===== src/rtl/cram_param_fetch_pkg.sv =====
// rtl/cram_param_fetch_pkg.sv - shared constants and state type for the constant-memory parameter fetch
package cram_pkg;

  localparam int DATA_W = 20;
  localparam int ADDR_W = 3;

  // Constant-memory addresses of the image-geometry words
  localparam int CM_SRC_BASE  = 3;
  localparam int CM_DST_BASE  = 4;
  localparam int CM_SRC_LAST  = 5;
  localparam int CM_SRC_WIDTH = 6;

  typedef enum logic {
    IDLE = 1'b0,
    RUN  = 1'b1
  } state_t;

endpackage


===== src/rtl/cram_param_fetch_if.sv =====
// rtl/cram_param_fetch_if.sv - request, constant-memory read and parameter result signals of the fetch unit
interface cram_param_fetch_if #(
  parameter int DATA_W = cram_pkg::DATA_W,
  parameter int ADDR_W = cram_pkg::ADDR_W
);

  logic              start;
  logic              cm_r;
  logic [ADDR_W-1:0] cm_addr;
  logic [DATA_W-1:0] cm_out;
  logic [DATA_W-1:0] src_base;
  logic [DATA_W-1:0] dst_base;
  logic [DATA_W-1:0] src_last;
  logic [DATA_W-1:0] src_width;
  logic              busy;
  logic              done;
  logic              valid;
  logic              cfg_err;

  // Fetch unit side
  modport master (
    input  start, cm_out,
    output cm_r, cm_addr, src_base, dst_base, src_last, src_width,
           busy, done, valid, cfg_err
  );

  // Requester / memory side
  modport slave (
    output start, cm_out,
    input  cm_r, cm_addr, src_base, dst_base, src_last, src_width,
           busy, done, valid, cfg_err
  );

endinterface


===== src/rtl/cram_param_fetch.sv =====
// rtl/cram_param_fetch.sv - reads four geometry words from constant memory and presents them with done/valid/cfg_err
module cram_param_fetch #(
  parameter int DATA_W    = cram_pkg::DATA_W,
  parameter int ADDR_W    = cram_pkg::ADDR_W,
  parameter int BASE_ADDR = cram_pkg::CM_SRC_BASE
) (
  input  logic             clock,
  input  logic             rst_n,
  cram_param_fetch_if.master bus
);

  import cram_pkg::*;

  // The last word read sits at BASE_ADDR+3 and must be addressable
  if (BASE_ADDR + 3 >= (1 << ADDR_W)) begin : g_addr_range_bad
    $error("cram_param_fetch: BASE_ADDR+3 does not fit in ADDR_W");
  end

  state_t            r_state;
  logic [2:0]        r_cnt;
  logic              r_cm_r;
  logic [ADDR_W-1:0] r_cm_addr;
  logic [DATA_W-1:0] r_src_base;
  logic [DATA_W-1:0] r_dst_base;
  logic [DATA_W-1:0] r_src_last;
  logic [DATA_W-1:0] r_src_width;
  logic              r_busy;
  logic              r_done;
  logic              r_valid;
  logic              r_cfg_err;

  // Issue reads at cnt 0..3 and capture data two edges behind (cnt 1..4)
  // because the memory registers its read data.
  always_ff @(posedge clock or negedge rst_n) begin
    if (!rst_n) begin
      r_state     <= IDLE;
      r_cnt       <= 3'd0;
      r_cm_r      <= 1'b0;
      r_cm_addr   <= '0;
      r_src_base  <= '0;
      r_dst_base  <= '0;
      r_src_last  <= '0;
      r_src_width <= '0;
      r_busy      <= 1'b0;
      r_done      <= 1'b0;
      r_valid     <= 1'b0;
      r_cfg_err   <= 1'b0;
    end else begin
      r_done <= 1'b0;
      if (r_state == IDLE) begin
        if (bus.start) begin
          r_state   <= RUN;
          r_cm_r    <= 1'b1;
          r_cm_addr <= ADDR_W'(BASE_ADDR);
          r_cnt     <= 3'd0;
          r_busy    <= 1'b1;
          r_valid   <= 1'b0;
          r_cfg_err <= 1'b0;
        end
      end else begin
        r_cnt <= r_cnt + 3'd1;
        if (r_cnt < 3'd3) begin
          r_cm_addr <= ADDR_W'(BASE_ADDR + int'(r_cnt) + 1);
        end else begin
          r_cm_r <= 1'b0;
        end
        case (r_cnt)
          3'd1: r_src_base <= bus.cm_out;
          3'd2: r_dst_base <= bus.cm_out;
          3'd3: r_src_last <= bus.cm_out;
          3'd4: begin
            r_src_width <= bus.cm_out;
            r_state     <= IDLE;
            r_busy      <= 1'b0;
            r_done      <= 1'b1;
            r_valid     <= 1'b1;
            r_cfg_err   <= (bus.cm_out == '0) || (r_src_last < r_src_base);
          end
          default: ;
        endcase
      end
    end
  end

  assign bus.cm_r      = r_cm_r;
  assign bus.cm_addr   = r_cm_addr;
  assign bus.src_base  = r_src_base;
  assign bus.dst_base  = r_dst_base;
  assign bus.src_last  = r_src_last;
  assign bus.src_width = r_src_width;
  assign bus.busy      = r_busy;
  assign bus.done      = r_done;
  assign bus.valid     = r_valid;
  assign bus.cfg_err   = r_cfg_err;

endmodule


===== src/flat_wrapper.sv =====
// flat-port wrapper written by rule: the top's interface ports become plain ports
module cram_param_fetch_flat import cram_pkg::*;
#(
  parameter int DATA_W    = cram_pkg::DATA_W,
  parameter int ADDR_W    = cram_pkg::ADDR_W,
  parameter int BASE_ADDR = cram_pkg::CM_SRC_BASE
)
  (clock, rst_n, bus_start, bus_cm_out, bus_cm_r, bus_cm_addr, bus_src_base, bus_dst_base, bus_src_last, bus_src_width, bus_busy, bus_done, bus_valid, bus_cfg_err);
  cram_param_fetch_if #(.DATA_W(DATA_W), .ADDR_W(ADDR_W)) bus_i ();
  input  logic clock;
  input  logic rst_n;
  input wire logic [$bits(bus_i.start)-1:0] bus_start;
  input wire logic [$bits(bus_i.cm_out)-1:0] bus_cm_out;
  output wire logic [$bits(bus_i.cm_r)-1:0] bus_cm_r;
  output wire logic [$bits(bus_i.cm_addr)-1:0] bus_cm_addr;
  output wire logic [$bits(bus_i.src_base)-1:0] bus_src_base;
  output wire logic [$bits(bus_i.dst_base)-1:0] bus_dst_base;
  output wire logic [$bits(bus_i.src_last)-1:0] bus_src_last;
  output wire logic [$bits(bus_i.src_width)-1:0] bus_src_width;
  output wire logic [$bits(bus_i.busy)-1:0] bus_busy;
  output wire logic [$bits(bus_i.done)-1:0] bus_done;
  output wire logic [$bits(bus_i.valid)-1:0] bus_valid;
  output wire logic [$bits(bus_i.cfg_err)-1:0] bus_cfg_err;
  assign bus_i.start = bus_start;
  assign bus_i.cm_out = bus_cm_out;
  assign bus_cm_r = bus_i.cm_r;
  assign bus_cm_addr = bus_i.cm_addr;
  assign bus_src_base = bus_i.src_base;
  assign bus_dst_base = bus_i.dst_base;
  assign bus_src_last = bus_i.src_last;
  assign bus_src_width = bus_i.src_width;
  assign bus_busy = bus_i.busy;
  assign bus_done = bus_i.done;
  assign bus_valid = bus_i.valid;
  assign bus_cfg_err = bus_i.cfg_err;
  cram_param_fetch #(.DATA_W(DATA_W), .ADDR_W(ADDR_W), .BASE_ADDR(BASE_ADDR)) u_core (.clock(clock), .rst_n(rst_n), .bus(bus_i));
endmodule

===== config.mk =====
export PLATFORM = sky130hd
export DESIGN_NAME = cram_param_fetch_flat
export DESIGN_NICKNAME = d
export VERILOG_FILES = /design/src/rtl/cram_param_fetch_pkg.sv /design/src/rtl/cram_param_fetch_if.sv /design/src/rtl/cram_param_fetch.sv /design/src/flat_wrapper.sv
export SDC_FILE = /design/constraint.sdc
export NUM_CORES = 1
export LEC_CHECK = 0
export CAP_MARGIN = 15
export CORE_MARGIN = 1.5
export CORE_UTILIZATION = 25
export DETAILED_ROUTE_END_ITERATION = 16
export SYNTH_ARGS = -nofsm -noshare
export SYNTH_HDL_FRONTEND = slang
export SYNTH_SLANG_ARGS = --single-unit

===== constraint.sdc =====
create_clock -name clock -period 1.8 [get_ports clock]
set_input_delay 0.45 -clock clock [delete_from_list [all_inputs] [get_ports clock]]
set_output_delay 0.45 -clock clock [all_outputs]
set_load 0.01 [all_outputs]

==> flow_metrics.py <==
metrics = {
    "run_status": {
        "status": "complete, no violations",
    },
    "synthesis": {
        "synth_top_family_by_area": "multiplexers",
        "syn_inst": 337,
        "ys_seq_area_share_pct": 57.2,
        "ys_seq_elements": 92,
        "synth_nets": 383,
        "synth_area_leaders": "dfrtp_1 57%, mux2_2 17%, ha_1 7.2%",
        "yosysWarnings": 0,
        "synth_area_mm2": 0.00402,
        "syn_area_per_cell_um2": 11.9,
        "synth_xor_area_share_pct": 0.218,
        "synth_fa_ha_area_share_pct": 7.15,
        "yosys.area_share.simple_pct": 10.5,
        "yosysUniqueCellTypes": 30,
        "synth_compound_area_share_pct": 4.57,
        "yosys-mux-area-fraction_pct": 16.8,
        "synth_top_area_share_pct": 57.2,
        "synth_top_area_cell": "dfrtp_1",
    },
    "cts": {
        "numCtsBuffers": 9,
        "clk_latency_ps": 340,
        "clkTransAtPathRegs_ps": 60,
        "clock_path_buffers": 2,
        "cts_tree": "yes",
        "htreeDepth": 3,
        "clock_sinks": 92,
        "hold_buffers": 0,
        "cts-root-buf": "clkbuf_16",
    },
    "grt": {
        "antenna_found_initial": 0,
        "grt_pass1_vias": 3173,
        "grt_first_pass_wirelength_um": 17300,
        "grt.total_usage_pct": 13.8,
        "grt_overflow": 0,
        "grt_start_max_net_pins": 35,
    },
    "critical_path": {
        "path_max_fanout": 3,
        "critPathMaxStageDelay_ps": 560,
        "slowest_stage": "clkdlybuf4s50_1",
        "cp-end-kind": "output pin",
        "worstPathRequired_ps": 1350,
        "path_cells": "clkdlybuf4s50_1",
        "critPathKind": "flop to output pin",
        "start_kind": "flop",
        "crit_arrival_ps": 1290,
        "crit_family": "buffers and inverters",
        "critPathBufInv": 1,
    },
    "detailed_routing": {
        "drtIter0Drc": 116,
        "wl_per_cell_um": 15.5,
        "routed_wl_um": 10900,
        "vias": 3042,
        "ant_nets": 0,
        "dr.pass1.iters": 4,
        "vias_per_cell": 4.33,
        "route.detailed.drc": 0,
    },
    "power_and_ir_drop": {
        "power_density_mw_per_mm2": 1960,
        "ir_drop_mv": 0.665,
        "p_leak_uw": 0.00273,
    },
    "floorplan": {
        "num_rows": 46,
        "start_util_pct": 25.4,
        "die_area_mm2": 0.0169,
        "io_pins": 111,
        "die_x_um": 130,
        "die_y_um": 130,
        "coreArea_mm2": 0.0158,
    },
    "timing": {
        "worstMarginPinSlew_ps": 425,
        "whs_ps": 41.9,
        "relSlewSlack_pct": 71.7,
        "slew_violations": 0,
        "max_freq_ghz": 0.574,
        "period_share_pct": 96.8,
        "min_period_ps": 1740,
        "clock_skew_ps": 7.62,
        "layout_setup_ws_ps": 58.4,
        "setup_viol": 0,
        "finalHoldViolations": 0,
        "rsz0062_at_grt": "true",
    },
    "cells_and_area": {
        "multi_input_area_mm2": 0.00158,
        "fin_nets": 528,
        "fillers": 1528,
        "areaGrowthSynthToFinish_pct": 48.3,
        "antenna_cells": 0,
        "utilization_pct": 37.7,
        "finalInstanceArea_mm2": 0.00597,
        "fin_cells": 703,
        "drive_above_1_share_pct": 23.6,
        "register_area_mm2": 0.00230,
        "final_cell_mix": "106 x clkdlybuf4s50_1, 92 x dfrtp_1, 67 x nand2_1",
        "final_common_cell": "clkdlybuf4s50_1",
    },
    "place": {
        "place_area_mm2": 0.00565,
        "dp_cells": 686,
        "portBuffers": 110,
        "routabilityCongestion": 0.756,
        "place_ws_ps": -37.0,
        "hpwl_um": 8350,
    },
    "min_path": {
        "hold_class": "input port to async pin",
    },
    "flow_run": {
        "max-cap-violations": 0,
    },
}
-- layout make-up --
type | instances | share of cell area, %
clock inverters | 5 | 0.839
flip-flops and latches | 92 | 38.6
well taps | 216 | 4.53
multi-input cells | 210 | 26.5
clock buffers | 11 | 4.23
inverters | 23 | 1.45
repair buffers | 146 | 23.9
-- registers in the layout, indices dropped and copies added, names as in the netlist --
register / cells
u_core.bus.src_last: 20
u_core.bus.cfg_err: 1
u_core.bus.done: 1
u_core.bus.src_width: 20
u_core.bus.cm_addr: 3
u_core.r_cnt: 3
u_core.bus.busy: 1
u_core.r_state: 1
u_core.bus.dst_base: 20
u_core.bus.cm_r: 1
u_core.bus.valid: 1
u_core.bus.src_base: 20
-- cells by family after synthesis --
group / Yosys count
and+or+nand+nor: 99
DFF: 92
muxes: 60
buffers and inverters: 35
AOI/OAI and AO/OA: 27
adders and majority gates: 23
xor gates and xnor gates: 1
-- per-layer routing --
metal | track usage (%) | wire length, µm | vias up
met5 | 0 | 0 | -
met4 | 6.21 | 265 | 0
met3 | 2.71 | 458 | 16
met2 | 22.9 | 5350 | 67
met1 | 17.6 | 4850 | 1517
li1 | - | - | 1442
-- cells in the mapped netlist --
| master | instances |
|---|---|
| a2111oi_4 | 1 |
| nor2b_1 | 1 |
| a21oi_1 | 10 |
| o31a_1 | 1 |
| ha_1 | 23 |
| o22ai_1 | 2 |
| dfrtp_1 | 92 |
| nand2b_4 | 1 |
| o21a_1 | 1 |
| nand2_1 | 67 |
| nor2_1 | 13 |
| inv_1 | 22 |
| buf_2 | 8 |
| o21ai_0 | 5 |
| a21o_1 | 2 |
| and4_1 | 1 |
| clkbuf_1 | 3 |
| nand4_1 | 4 |
| mux2_2 | 60 |
| a31oi_1 | 1 |
| nor3_1 | 2 |
| nor4_1 | 6 |
| buf_1 | 1 |
| clkinv_1 | 1 |
| xnor2_1 | 1 |
| o31ai_1 | 2 |
| o22a_1 | 1 |
| a211oi_1 | 1 |
| nor3b_1 | 1 |
| nand3_1 | 3 |
-- through the flow --
step	power (µW)	TNS, ps
2_1_floorplan	6770	0
3_3_place_gp	9790	-124
3_5_place_dp	9910	-37.0
4_1_cts	11900	0
5_1_grt	12600	-0.127
6_report	11700	0
-- worst paths after layout --
| kind | startpoint | endpoint | slack [ps] | cells past startpoint |
|---|---|---|---|---|
| max | u_core.bus.src_base[11] | bus_src_base[11] | 60 | 1 |
| min | rst_n | u_core.bus.src_base[12] | 40 | 1 |
| max reg2reg | u_core.bus.src_last[1] | u_core.bus.cfg_err | 110 | 5 |
| min reg2reg | u_core.bus.src_width[5] | u_core.bus.src_width[5] | 480 | 2 |
| max in group asynchronous | rst_n | u_core.bus.src_base[4] | 1230 | 2 |
| min in group clock | u_core.bus.src_width[5] | u_core.bus.src_width[5] | 480 | 2 |
-- power breakdown --
| group | internal, µW | leakage, µW | switching (µW) | total (µW) |
|---|---|---|---|---|
| clock network | 1140 | 0.000155 | 774 | 1920 |
| registers | 3140 | 0.00109 | 780 | 3920 |
| logic | 3400 | 0.00149 | 2480 | 5880 |
-- timing repair --
action                     in CTS  in global routing
setup endpoints to repair       0                  5
setup buffers                   0                  1
gates resized for setup         0                  3
Note: power is estimated with default switching activity, not from simulation.
